**src/rtl/tc_pl_acp_pkg.sv**
```systemverilog
// rtl/tc_pl_acp_pkg.sv - shared types and constants for the ACP0 write-channel arbiter
package tc_pl_acp_pkg;

  typedef enum logic [1:0] {
    IDLE,
    ISSUE,
    DATA
  } arb_state_t;

  localparam int ACP_IDW   = 3;
  localparam int DEF_BEATS = 16;
  localparam int DEF_TMO   = 4096;

  // Round-robin successor of requester g among n requesters.
  function automatic logic [1:0] rr_after(input logic [1:0] g, input int n);
    return (int'(g) + 1 >= n) ? 2'd0 : g + 2'd1;
  endfunction

endpackage

```
**src/rtl/tc_pl_rr_pick.sv**
```systemverilog
// rtl/tc_pl_rr_pick.sv - combinational round-robin picker: first set request at or after ptr
module tc_pl_rr_pick #(
  parameter int NREQ = 2
) (
  input  logic [NREQ-1:0] req,
  input  logic [1:0]      ptr,
  output logic [1:0]      idx,
  output logic            valid
);

  // Walk offsets from the far end so the nearest offset to ptr is written last and wins.
  always_comb begin
    idx   = '0;
    valid = 1'b0;
    for (int k = NREQ - 1; k >= 0; k--) begin
      for (int j = 0; j < NREQ; j++) begin
        if (req[j] && ((int'(ptr) + k) % NREQ == j)) begin
          idx   = 2'(j);
          valid = 1'b1;
        end
      end
    end
  end

endmodule

```
**src/rtl/tc_pl_acp_arb.sv**
```systemverilog
// rtl/tc_pl_acp_arb.sv - round-robin burst arbiter for the ACP0 write channel with beat-stall watchdog
module tc_pl_acp_arb
  import tc_pl_acp_pkg::*;
#(
  parameter int NREQ  = 2,
  parameter int BEATS = DEF_BEATS,
  parameter int TMO   = DEF_TMO,
  parameter int AW    = 32,
  parameter int DW    = 64
) (
  input  logic                    clk125,
  input  logic                    rst,
  input  logic [NREQ-1:0]         req_en,
  input  logic [NREQ*AW-1:0]      req_awaddr,
  input  logic [NREQ*ACP_IDW-1:0] req_awid,
  input  logic [NREQ*DW-1:0]      req_wdata,
  output logic [NREQ-1:0]         req_ack,
  output logic [NREQ-1:0]         req_wdreq,
  output logic                    acp0_tx_en,
  input  logic                    acp0_tx_rdy,
  output logic [AW-1:0]           acp0_tx_awaddr,
  output logic [ACP_IDW-1:0]      acp0_tx_awid,
  output logic [DW-1:0]           acp0_tx_wdata,
  input  logic                    acp0_tx_wdreq,
  output logic                    arb_busy,
  output logic                    arb_err,
  output logic [1:0]              arb_gnt
);

  localparam int BW = $clog2(BEATS);
  localparam int TW = $clog2(TMO);

  arb_state_t    state, state_nxt;
  logic [1:0]    rr_ptr;
  logic [1:0]    pick_idx;
  logic          pick_valid;
  logic [BW-1:0] beat_cnt;
  logic [TW-1:0] tmo_cnt;
  logic          grant, beat, last_beat, tmo_hit;

  tc_pl_rr_pick #(.NREQ(NREQ)) u_pick (
    .req   (req_en),
    .ptr   (rr_ptr),
    .idx   (pick_idx),
    .valid (pick_valid)
  );

  assign grant     = (state == IDLE) && acp0_tx_rdy && pick_valid;
  assign beat      = (state == DATA) && acp0_tx_wdreq;
  assign last_beat = beat && (beat_cnt == BW'(BEATS - 1));
  assign tmo_hit   = (state == DATA) && !acp0_tx_wdreq && (tmo_cnt == TW'(TMO - 1));

  always_ff @(posedge clk125 or negedge rst) begin
    if (!rst) state <= IDLE;
    else      state <= state_nxt;
  end

  always_comb begin
    state_nxt = state;
    case (state)
      IDLE:    if (grant) state_nxt = ISSUE;
      ISSUE:   state_nxt = DATA;
      DATA:    if (last_beat || tmo_hit) state_nxt = IDLE;
      default: state_nxt = IDLE;
    endcase
  end

  always_ff @(posedge clk125 or negedge rst) begin
    if (!rst) begin
      rr_ptr         <= '0;
      arb_gnt        <= '0;
      arb_err        <= 1'b0;
      beat_cnt       <= '0;
      tmo_cnt        <= '0;
      acp0_tx_awaddr <= '0;
      acp0_tx_awid   <= '0;
    end else begin
      if (grant) begin
        arb_gnt <= pick_idx;
        for (int j = 0; j < NREQ; j++) begin
          if (pick_idx == 2'(j)) begin
            acp0_tx_awaddr <= req_awaddr[j*AW +: AW];
            acp0_tx_awid   <= req_awid[j*ACP_IDW +: ACP_IDW];
          end
        end
      end
      // Both counters saturate at their exit value; the FSM leaves DATA on that same cycle.
      if (state == ISSUE) begin
        beat_cnt <= '0;
        tmo_cnt  <= '0;
      end else if (beat) begin
        tmo_cnt <= '0;
        if (!last_beat) beat_cnt <= beat_cnt + BW'(1);
      end else if ((state == DATA) && !tmo_hit) begin
        tmo_cnt <= tmo_cnt + TW'(1);
      end
      if (last_beat || tmo_hit) rr_ptr <= rr_after(arb_gnt, NREQ);
      if (tmo_hit) arb_err <= 1'b1;
    end
  end

  assign acp0_tx_en = (state == ISSUE);
  assign arb_busy   = (state != IDLE);

  // Beat requests and data reach the granted requester only inside DATA, so stray or late beats go nowhere.
  always_comb begin
    req_ack       = '0;
    req_wdreq     = '0;
    acp0_tx_wdata = '0;
    for (int j = 0; j < NREQ; j++) begin
      if (arb_gnt == 2'(j)) begin
        req_ack[j]   = (state == ISSUE);
        req_wdreq[j] = beat;
        if (state == DATA) acp0_tx_wdata = req_wdata[j*DW +: DW];
      end
    end
  end

endmodule

```
**config.mk**
```make
export PLATFORM = sky130hd
export DESIGN_NAME = tc_pl_acp_arb
export DESIGN_NICKNAME = d
export VERILOG_FILES = /design/src/rtl/tc_pl_acp_pkg.sv /design/src/rtl/tc_pl_rr_pick.sv /design/src/rtl/tc_pl_acp_arb.sv
export SDC_FILE = /design/constraint.sdc
export NUM_CORES = 1
export LEC_CHECK = 0
export CORE_AREA = 2 2 122 124
export CTS_BUF_LIST = sky130_fd_sc_hd__clkbuf_8
export CTS_CLUSTER_DIAMETER = 30
export DETAILED_ROUTE_END_ITERATION = 6
export DIE_AREA = 0 0 124 126
export MAX_ROUTING_LAYER = met4
export PLACE_DENSITY = 0.83
export SYNTH_ARGS = -nofsm -noshare
export SYNTH_HDL_FRONTEND = slang
export SYNTH_HIERARCHICAL = 1
export SYNTH_SLANG_ARGS = --single-unit
```
**constraint.sdc**
```tcl
create_clock -name clk125 -period 2 [get_ports clk125]
set_clock_uncertainty 0.15 [all_clocks]
set_input_delay 0.4 -clock clk125 [delete_from_list [all_inputs] [get_ports clk125]]
set_output_delay 0.4 -clock clk125 [all_outputs]
set_load 0.01 [all_outputs]
```
## Word level (Yosys, flattened, before mapping)

Index checks and enable logic that the tools add are counted.

- Output and inout bits: 108
- Input port bits: 204
- Logic and storage cells: 80
- Register bits: 56

- Add/sub/neg operators: 5
- Equality and inequality tests: 10
- Bitwise logic cells: 1
- Order comparisons: 1
- Muxes and demuxes: 29
- Reductions and logical operators: 26

Operators with widths:

| kind | number |
|---|---|
| $mux 64 | 4 |
| $logic_not 32->1 | 2 |
| $mux 32 | 2 |
| $mux 12 | 3 |
| $add 12x1->12 const B | 1 |
| $eq 12x12->1 const B | 1 |
| $mux 1 | 12 |
| $mux 4 | 3 |
| $logic_and 1x1->1 | 11 |
| $logic_not 2->1 | 3 |
| $mux 3 | 2 |
| $ne 2x2->1 const B | 3 |
| $pmux 2 s3 | 1 |
| $reduce_and 2->1 | 3 |
| $reduce_bool 2->1 | 3 |
| $add 4x1->4 const B | 1 |
| $eq 2x2->1 const B | 2 |
| $eq 4x4->1 const B | 1 |
| $mux 2 | 2 |
| $ge 3x2->1 const B | 1 |
| $reduce_bool 3->1 | 1 |
| $add 1x1->1 const B | 2 |
| $add 1x1->2 const B | 1 |
| $eq 1x1->1 const B | 2 |
| 4 further kinds | 5 |

## Longest topological paths before layout

Gate-level depths: netlist of run 1.

- Depth after elaboration: 11
- Mapped depth: 7
- Depth with buffers taken out: 6

## Modules after synthesis

Netlist of run 1, hierarchy kept.

By module, submodules not included:

| module | times used | cells an instance | area an instance (um^2) | seq. area each (um^2) |
|---|---|---|---|---|
| tc_pl_acp_arb | 1 | 448 | 3808.7 | 1451.4 |
| tc_pl_rr_pick | 1 | 5 | 28.8 | 0.0 |

## Worst setup path before layout of run 1

No wires, ideal clock.

- Kind: flip-flop to output port
- Start: register arb_gnt[0]
- End: output acp0_tx_wdata[10]
- Data required time: 1450 ps
- Data arrival time: 1631 ps
- Buffers on the path: 2
- Stages on the path, launching flop included: 8
- Slack: -181 ps
- Cell sequence: dfrtp_1 > inv_1 > ha_1 > nor2b_1 > clkbuf_1 > clkbuf_1 > a22oi_1 > nor2_1

- Longest elaborated chain between the ends: 4
- Elaborated cells between the ends (all ways): 5
- Classes of those cells: 1 x eq/ne; 3 x mux; 1 x reduce/logical

RTL lines:

| item | line | source |
|---|---|---|
| start: declaration | tc_pl_acp_arb.sv:27 | `output logic [1:0] arb_gnt` |
| start signal: assignment | tc_pl_acp_arb.sv:79 | `arb_gnt <= pick_idx;` |
| $logic_not 2->1 | tc_pl_acp_arb.sv:111 | `if (arb_gnt == 2'(j)) begin` |
| $mux 64 | tc_pl_acp_arb.sv:111 |  |
| $mux 64 | tc_pl_acp_arb.sv:114 | `if (state == DATA) acp0_tx_wdata = req_wdata[j*DW +: DW];` |
| $mux 64 * | tc_pl_acp_arb.sv:111 |  |
| end: declaration | tc_pl_acp_arb.sv:23 | `output logic [DW-1:0] acp0_tx_wdata,` |

Mark *: on every way between the ends. The rest lies on a longest branch, timed or not.

## Final worst setup path of run 1

- Start: register arb_gnt[0]
- End: output acp0_tx_wdata[52]

The elaborated chain is that of the path after synthesis.

==> results of run 1 <==
how the worst min path moves through the flow:
| stage | startpoint | slack, ns | cells past startpoint | to |
|---|---|---|---|---|
| floorplan | rst | -0.05 | 0 | acp0_tx_awaddr[0]$_DFFE_PN0P_ |
| global placement | rst | 0.22 | 1 | acp0_tx_awaddr[23]$_DFFE_PN0P_ |
| detailed placement | rst | 0.22 | 1 | acp0_tx_awaddr[23]$_DFFE_PN0P_ |
| CTS | acp0_tx_awaddr[9]$_DFFE_PN0P_ | 0.33 | 2 | acp0_tx_awaddr[9]$_DFFE_PN0P_ |
| global route | acp0_tx_awaddr[10]$_DFFE_PN0P_ | 0.36 | 2 | acp0_tx_awaddr[10]$_DFFE_PN0P_ |
| finish | acp0_tx_awaddr[9]$_DFFE_PN0P_ | 0.32 | 2 | acp0_tx_awaddr[9]$_DFFE_PN0P_ |
routing by layer:
layer | track usage | up-vias | wire length (µm)
met5 | - | - | 0
met4 | 0.06081 | 0 | 280
met3 | 0.04257 | 22 | 979
met2 | 0.3685 | 188 | 9312
met1 | 0.2721 | 2334 | 7143
li1 | - | 2344 | -
state kept, by name (all words and copies together), names as in the netlist:
signal          cells
arb_err             1
tmo_cnt            12
acp0_tx_awid        3
rr_ptr              1
state               2
arb_gnt             2
beat_cnt            4
acp0_tx_awaddr     32
layout by cell type, fill, tap and decap left out, types with 5 or more instances in the layout:
cell / count
dfrtp_1: 56
a22oi_2: 53
clkbuf_8: 12
nand2_1: 45
buf_6: 21
nor2_1: 67
mux2i_1: 36
buf_2: 65
o21ai_0: 27
buf_12: 10
inv_1: 5
a21oi_1: 9
o21ai_1: 16
buf_16: 8
clkdlybuf4s50_1: 238
buf_4: 42
a22oi_1: 10
nand3_1: 5
through the flow:
step                      utilization  std cells
after floorplan                     -        448
after global placement         0.5106        942
after detailed placement       0.5106        942
after CTS                      0.5501        985
after global routing           0.5700        996
final                          0.5700        996
report_power, final:
group	switching (mW)	total (mW)	internal [mW]	leakage, nW
combinational	3.19	7.02	3.83	2.67
sequential	0.248	1.82	1.57	0.733
clock	0.466	1.00	0.538	0.0980
area by class of cell:
class,instances,share of cell area
clock inverter,3,0.001840
inverter,7,0.003220
sequential,57,0.1750
tap,184,0.02822
multi-input combinational,342,0.3050
clock buffer,12,0.02024
timing repair buffer,391,0.4665
worst min-delay path: cells and delay by family (launching register included):
kind / cells / cell delay, ns
AO/OA/AOI/OAI: 1 / 0.06
AND/OR/NAND/NOR: 1 / 0.04
flip-flops: 1 / 0.34
what timing repair did:
action	in CTS	in global routing
buffers inserted	20	8
cloned	8	5
gates resized for setup	357	39
hold buffers	1	0
pin swaps	13	19
endpoints found under the setup margin	70	79
hold endpoints to repair	16	0
==> flow_summary_export.csv, run 1 <==
group,metric,value,unit
status,outcome,"complete, but fails checks",
status,failed_checks,"negative setup slack",
layout,diodes,0,
layout,multiInputGateArea,2489,µm²
critical_path,reg2regPathDepth,9,
critical_path,cp-endpoint,"acp0_tx_wdata[52]",
critical_path,cp_num_buf_inv,6,
critical_path,critical_path.max_stage_delay,0.42,ns
global_route,grt_pass1_wl,25.99,mm
critical_path,r2r_slack,-0.01,ns
critical_path,cp_max_fo,5,
timing,period_share,1.254,
cts,clock_path_buffers,2,
critical_path,critPathLaunch,"arb_gnt[0]$_DFFE_PN0P_",
floorplan,floorplan.die_area,15620,µm²
critical_path,r2r-end,"tmo_cnt[11]$_DFFE_PN0P_",
timing,rsz0062_at_grt,"true",
timing,hold_viol,0,
yosys,netlist_instances,448,
floorplan,die_w,124,µm
placed_design,post-place-ws,-0.5386,ns
layout,fillCellCount,1211,
critical_path,slowest_stage,"dfrtp_1",
routing,viasPerCell,4.908,
layout,syn_to_final_growth,115.7,%
routing,firstDrtPassIters,4,
global_route,track_usage,0.2212,
timing,min_period,2.509,ns
pwr,finalPower,9.844,mW
critical_path,critical_path_depth,10,
cts,ctsHtreeMaxLevel,3,
layout,final_area,8159,µm²
placed_design,placed_area,7308,µm²
critical_path,crit_path_frequent_cell,"buf_6",
timing,tns,-27.24,ns
cts,cts.sink_count,57,
critical_path,worst_setup_path_start_kind,"register",
cts,cts_tree,"done",
global_route,grt_pass1_vias,4930,
routing,drtIter0Drc,257,
critical_path,rr_startpoint,"state[0]$_DFFE_PN0P_",
layout,final_nets,1016,
yosys,avgSynthCellArea,8.443,µm²
cts,root_buffer,"clkbuf_8",
routing,vias,4888,
global_route,grt_max_degree,53,
timing,setup_slack,-0.5085,ns
timing,slew_viol_final,0,
placed_design,post-dp-hpwl,12.26,mm
critical_path,required,1.45,ns
global_route,antenna_found_initial,0,
layout,regArea,1428,µm²
floorplan,coreArea,14310,µm²
critical_path,crit_chain,"inv_2 -> ha_4 -> nor2b_4 -> buf_6 -> buf_6 -> buf_12 -> buf_16 -> a22oi_2 -> nor2_1 -> buf_2",
floorplan,io_pins,312,
placed_design,place_congestion,0.8160,
global_route,gr-total-overflow,0,
yosys,synthesis.area,3782,µm²
routing,drcViolationCount,0,
placed_design,io_buffers,311,
timing,holdWs,0.3242,ns
cts,numCtsBuffers,9,
cts,path_clk_slew,0.07,ns
floorplan,initial_core_util,0.2642,
critical_path,worstSetupPathType,"reg -> out",
routing,routedWlPerCell,17.79,µm
layout,layout-drive-gt1-share,0.3091,
pwr,ir_drop,0.0006791,V
cts,clk_latency,0.34,ns
hold_path,hp-class,"reg -> reg",
routing,drtAntennaViolNets,0,
flow_run,maxCapViolations,0,
floorplan,std_cell_rows,44,
timing,finalSetupViolations,69,
timing,fmax,398.6,MHz
pwr,p_leak,3.504,nW
critical_path,crit_arrival,1.96,ns
yosys,syn_nets,656,
critical_path,path_delay_family,"buffers and inverters",
floorplan,die_y,126,µm
critical_path,end_kind,"output port",
routing,totalWireLength,17.72,mm
pwr,powerDensity,1207,nW/µm²
yosys,yosysWarnings,6,
Note: power is estimated with default switching activity, not from simulation.
==> inputs of run 2 (changes only) <==
--- a/config.mk
+++ b/config.mk
@@ -12,6 +12,7 @@
 export DIE_AREA = 0 0 124 126
 export MAX_ROUTING_LAYER = met4
 export PLACE_DENSITY = 0.83
+export SETUP_SLACK_MARGIN = 0.02
 export SYNTH_ARGS = -nofsm -noshare
 export SYNTH_HDL_FRONTEND = slang
 export SYNTH_HIERARCHICAL = 1
==> constraint.sdc (replaced) <==
create_clock -name clk125 -period 2 [get_ports clk125]
set_clock_uncertainty 0.15 [all_clocks]
set_input_delay 0.3 -clock clk125 [delete_from_list [all_inputs] [get_ports clk125]]
set_output_delay 0.3 -clock clk125 [all_outputs]
set_load 0.01 [all_outputs]
==> run 2 against run 1 <==
Largest power group unchanged. The run still ends with negative setup slack left. First-iteration DRC count decreased by 7.8%. Fmax rose by 8.1%. Global-route usage down 0.63 points.
==> flow_summary_export.csv, run 2 (synthesis results as in run 1) <==
group,metric,value,unit
routing,routedWlPerCell,17.47,µm
cts,numCtsBuffers,9,
timing,period_share,1.161,
pwr,p_leak,3.411,nW
timing,min_period,2.321,ns
critical_path,rr_startpoint,"state[1]$_DFFE_PN0P_",
pwr,comb_power_share,0.688,
routing,drcViolationCount,0,
placed_design,post-dp-hpwl,11.90,mm
cts,clock_path_buffers,2,
global_route,antenna_found_initial,0,
routing,totalWireLength,17.16,mm
timing,hold_viol,0,
placed_design,io_buffers,311,
critical_path,end_kind,"output port",
timing,setup_slack,-0.3215,ns
critical_path,crit_arrival,1.87,ns
global_route,track_usage,0.2149,
timing,tightest_slew,0.5649,ns
hold_path,hp-class,"reg -> reg",
hold_path,hold_start,"arb_err$_DFFE_PN0P_",
cts,cts_tree,"done",
routing,routed.top_layer,"met4",
timing,rsz0062_at_grt,"true",
layout,fillCellCount,1231,
critical_path,critPathLaunch,"arb_gnt[1]$_DFFE_PN0P_",
routing,met2_length,8.682,mm
floorplan,io_pins,312,
placed_design,dp.cells,936,
global_route,grt_pass1_vias,4855,
pwr,ir_drop,0.001010,V
floorplan,floorplan.die_area,15620,µm²
pwr,p_seq_frac,0.188,
timing,tns,-15.44,ns
placed_design,place_congestion,0.8732,
cts,root_buffer,"clkbuf_8",
floorplan,initial_core_util,0.2642,
status,outcome,"complete, but fails checks",
timing,fmax,430.8,MHz
critical_path,required,1.55,ns
pwr,finalPower,9.643,mW
floorplan,die_y,126,µm
timing,finalSetupViolations,66,
layout,layout-drive-gt1-share,0.2970,
layout,largest_reg_flops,32,
status,failed_checks,"negative setup slack",
layout,regMostFlops,"acp0_tx_awaddr",
pwr,p_clk_frac,0.124,
layout,reg_top3,"acp0_tx_awaddr x32, tmo_cnt x12, beat_cnt x4",
routing,viasPerCell,4.890,
floorplan,std_cell_rows,44,
layout,syn_to_final_growth,111.8,%
layout,final_nets,1001,
flow_run,maxCapViolations,0,
routing,drtAntennaViolNets,0,
pwr,p_sw_frac,0.3944,
routing,wl_met3,1.409,mm
cts,path_clk_slew,0.08,ns
routing,drtIter0Drc,237,
layout,final_cell_mix,"clkdlybuf4s50_1, nor2_1, buf_2",
pwr,p_switching,3.803,mW
pwr,p_int,5.839,mW
routing,firstDrtPassIters,4,
timing,relSlewSlack,0.6234,
critical_path,worstSetupPathType,"reg -> out",
global_route,grt_max_degree,50,
layout,layout_commonest_cell,"clkdlybuf4s50_1",
routing,wl_met1,6.671,mm
layout,diodes,0,
global_route,grt_pass1_wl,25.19,mm
critical_path,cp_max_fo,6,
cts,clk_latency,0.33,ns
cts,cts.sink_count,57,
layout,fin_cells,982,
pwr,powerDensity,1204,nW/µm²
routing,vias,4802,
cts,ctsHtreeMaxLevel,3,
critical_path,worst_setup_path_start_kind,"register",
global_route,gr-total-overflow,0,
timing,slew_viol_final,0,
floorplan,coreArea,14310,µm²
floorplan,die_w,124,µm
==> run 2: changes by cell type in the layout (fill, tap and decap cells not counted), moves of 3 or more <==
cell and change:
clkbuf_8 -3, clkinv_2 -3, a22oi_2 +10, a22oi_1 -10, buf_6 -19
==> run 2: path summary, 6_finish.rpt <==
kind	end	slack (ns)	cells past startpoint
worst max-delay path	acp0_tx_wdata[34]	-0.32	9
worst min-delay path	arb_err$_DFFE_PN0P_	0.32	1
worst max register to register	tmo_cnt[7]$_DFFE_PN0P_	0.08	7
worst min register to register	arb_err$_DFFE_PN0P_	0.32	1
max in group asynchronous	acp0_tx_awaddr[21]$_DFFE_PN0P_	0.76	3
min in group asynchronous	tmo_cnt[6]$_DFFE_PN0P_	0.35	2
==> run 2: cell type report <==
type	count	area (µm²)	share of cell area
clock inverter	7	96.34	0.01203
multi-input combinational	342	2514	0.3138
timing repair buffer	376	3595	0.4487
clock buffer	9	123.9	0.01546
tap	184	230.2	0.02874
sequential	57	1426	0.1780
inverter	7	26.28	0.003280
==> run 2: power groups by stage <==
stage	clock network, mW	registers (mW)	logic, mW
floorplan	0	2.00	2.08
global placement	0	1.82	5.01
detailed placement	0	1.84	5.06
CTS	1.25	1.82	6.45
global route	1.30	1.87	7.10
finish	1.20	1.81	6.63
==> run 2: metal layers <==
layer	global-route usage	vias up
met5	-	-
met4	0.07336	0
met3	0.04257	30
met2	0.3736	244
met1	0.2440	2218
li1	-	2310
==> run 2: timing repair <==
action / in CTS / in global routing
hold endpoints to repair: 22 / 0
pin swaps: 14 / 19
gates cloned: 9 / 2
hold buffers: 1 / 0
buffers inserted: 16 / 5
gates resized for setup: 359 / 13
setup endpoints to repair: 70 / 72
==> run 2: critical path, cell delays in order (launching register included) <==
cell     delay (ns)
dfrtp_1        0.40
inv_2          0.12
ha_4           0.15
nor2b_4        0.15
buf_6          0.13
buf_12         0.14
buf_16         0.13
a22oi_2        0.05
nor2_1         0.12
buf_2          0.15
==> run 2: per-stage QoR <==
stage | hold slack (ns) | utilization | setup slack, ns | cell area (µm²)
floorplan | -0.1456 | - | -0.05636 | 3782
detailed placement | 0.1742 | 0.5083 | -0.3210 | 7276
finish | 0.3249 | 0.5597 | -0.3215 | 8011
global route | 0.3478 | 0.5597 | -0.4274 | 8011
CTS | 0.3333 | 0.5543 | -0.2982 | 7934
global placement | 0.1690 | 0.5083 | -0.2701 | 7276
==> inputs of run 3 (changes only) <==
--- a/config.mk
+++ b/config.mk
@@ -10,6 +10,7 @@
 export CTS_CLUSTER_DIAMETER = 30
 export DETAILED_ROUTE_END_ITERATION = 6
 export DIE_AREA = 0 0 124 126
+export GPL_ROUTABILITY_DRIVEN = 0
 export MAX_ROUTING_LAYER = met4
 export PLACE_DENSITY = 0.83
 export SETUP_SLACK_MARGIN = 0.02
==> results of run 3 <==
No change in the layout: final DEF, timing and power equal those of run 2.
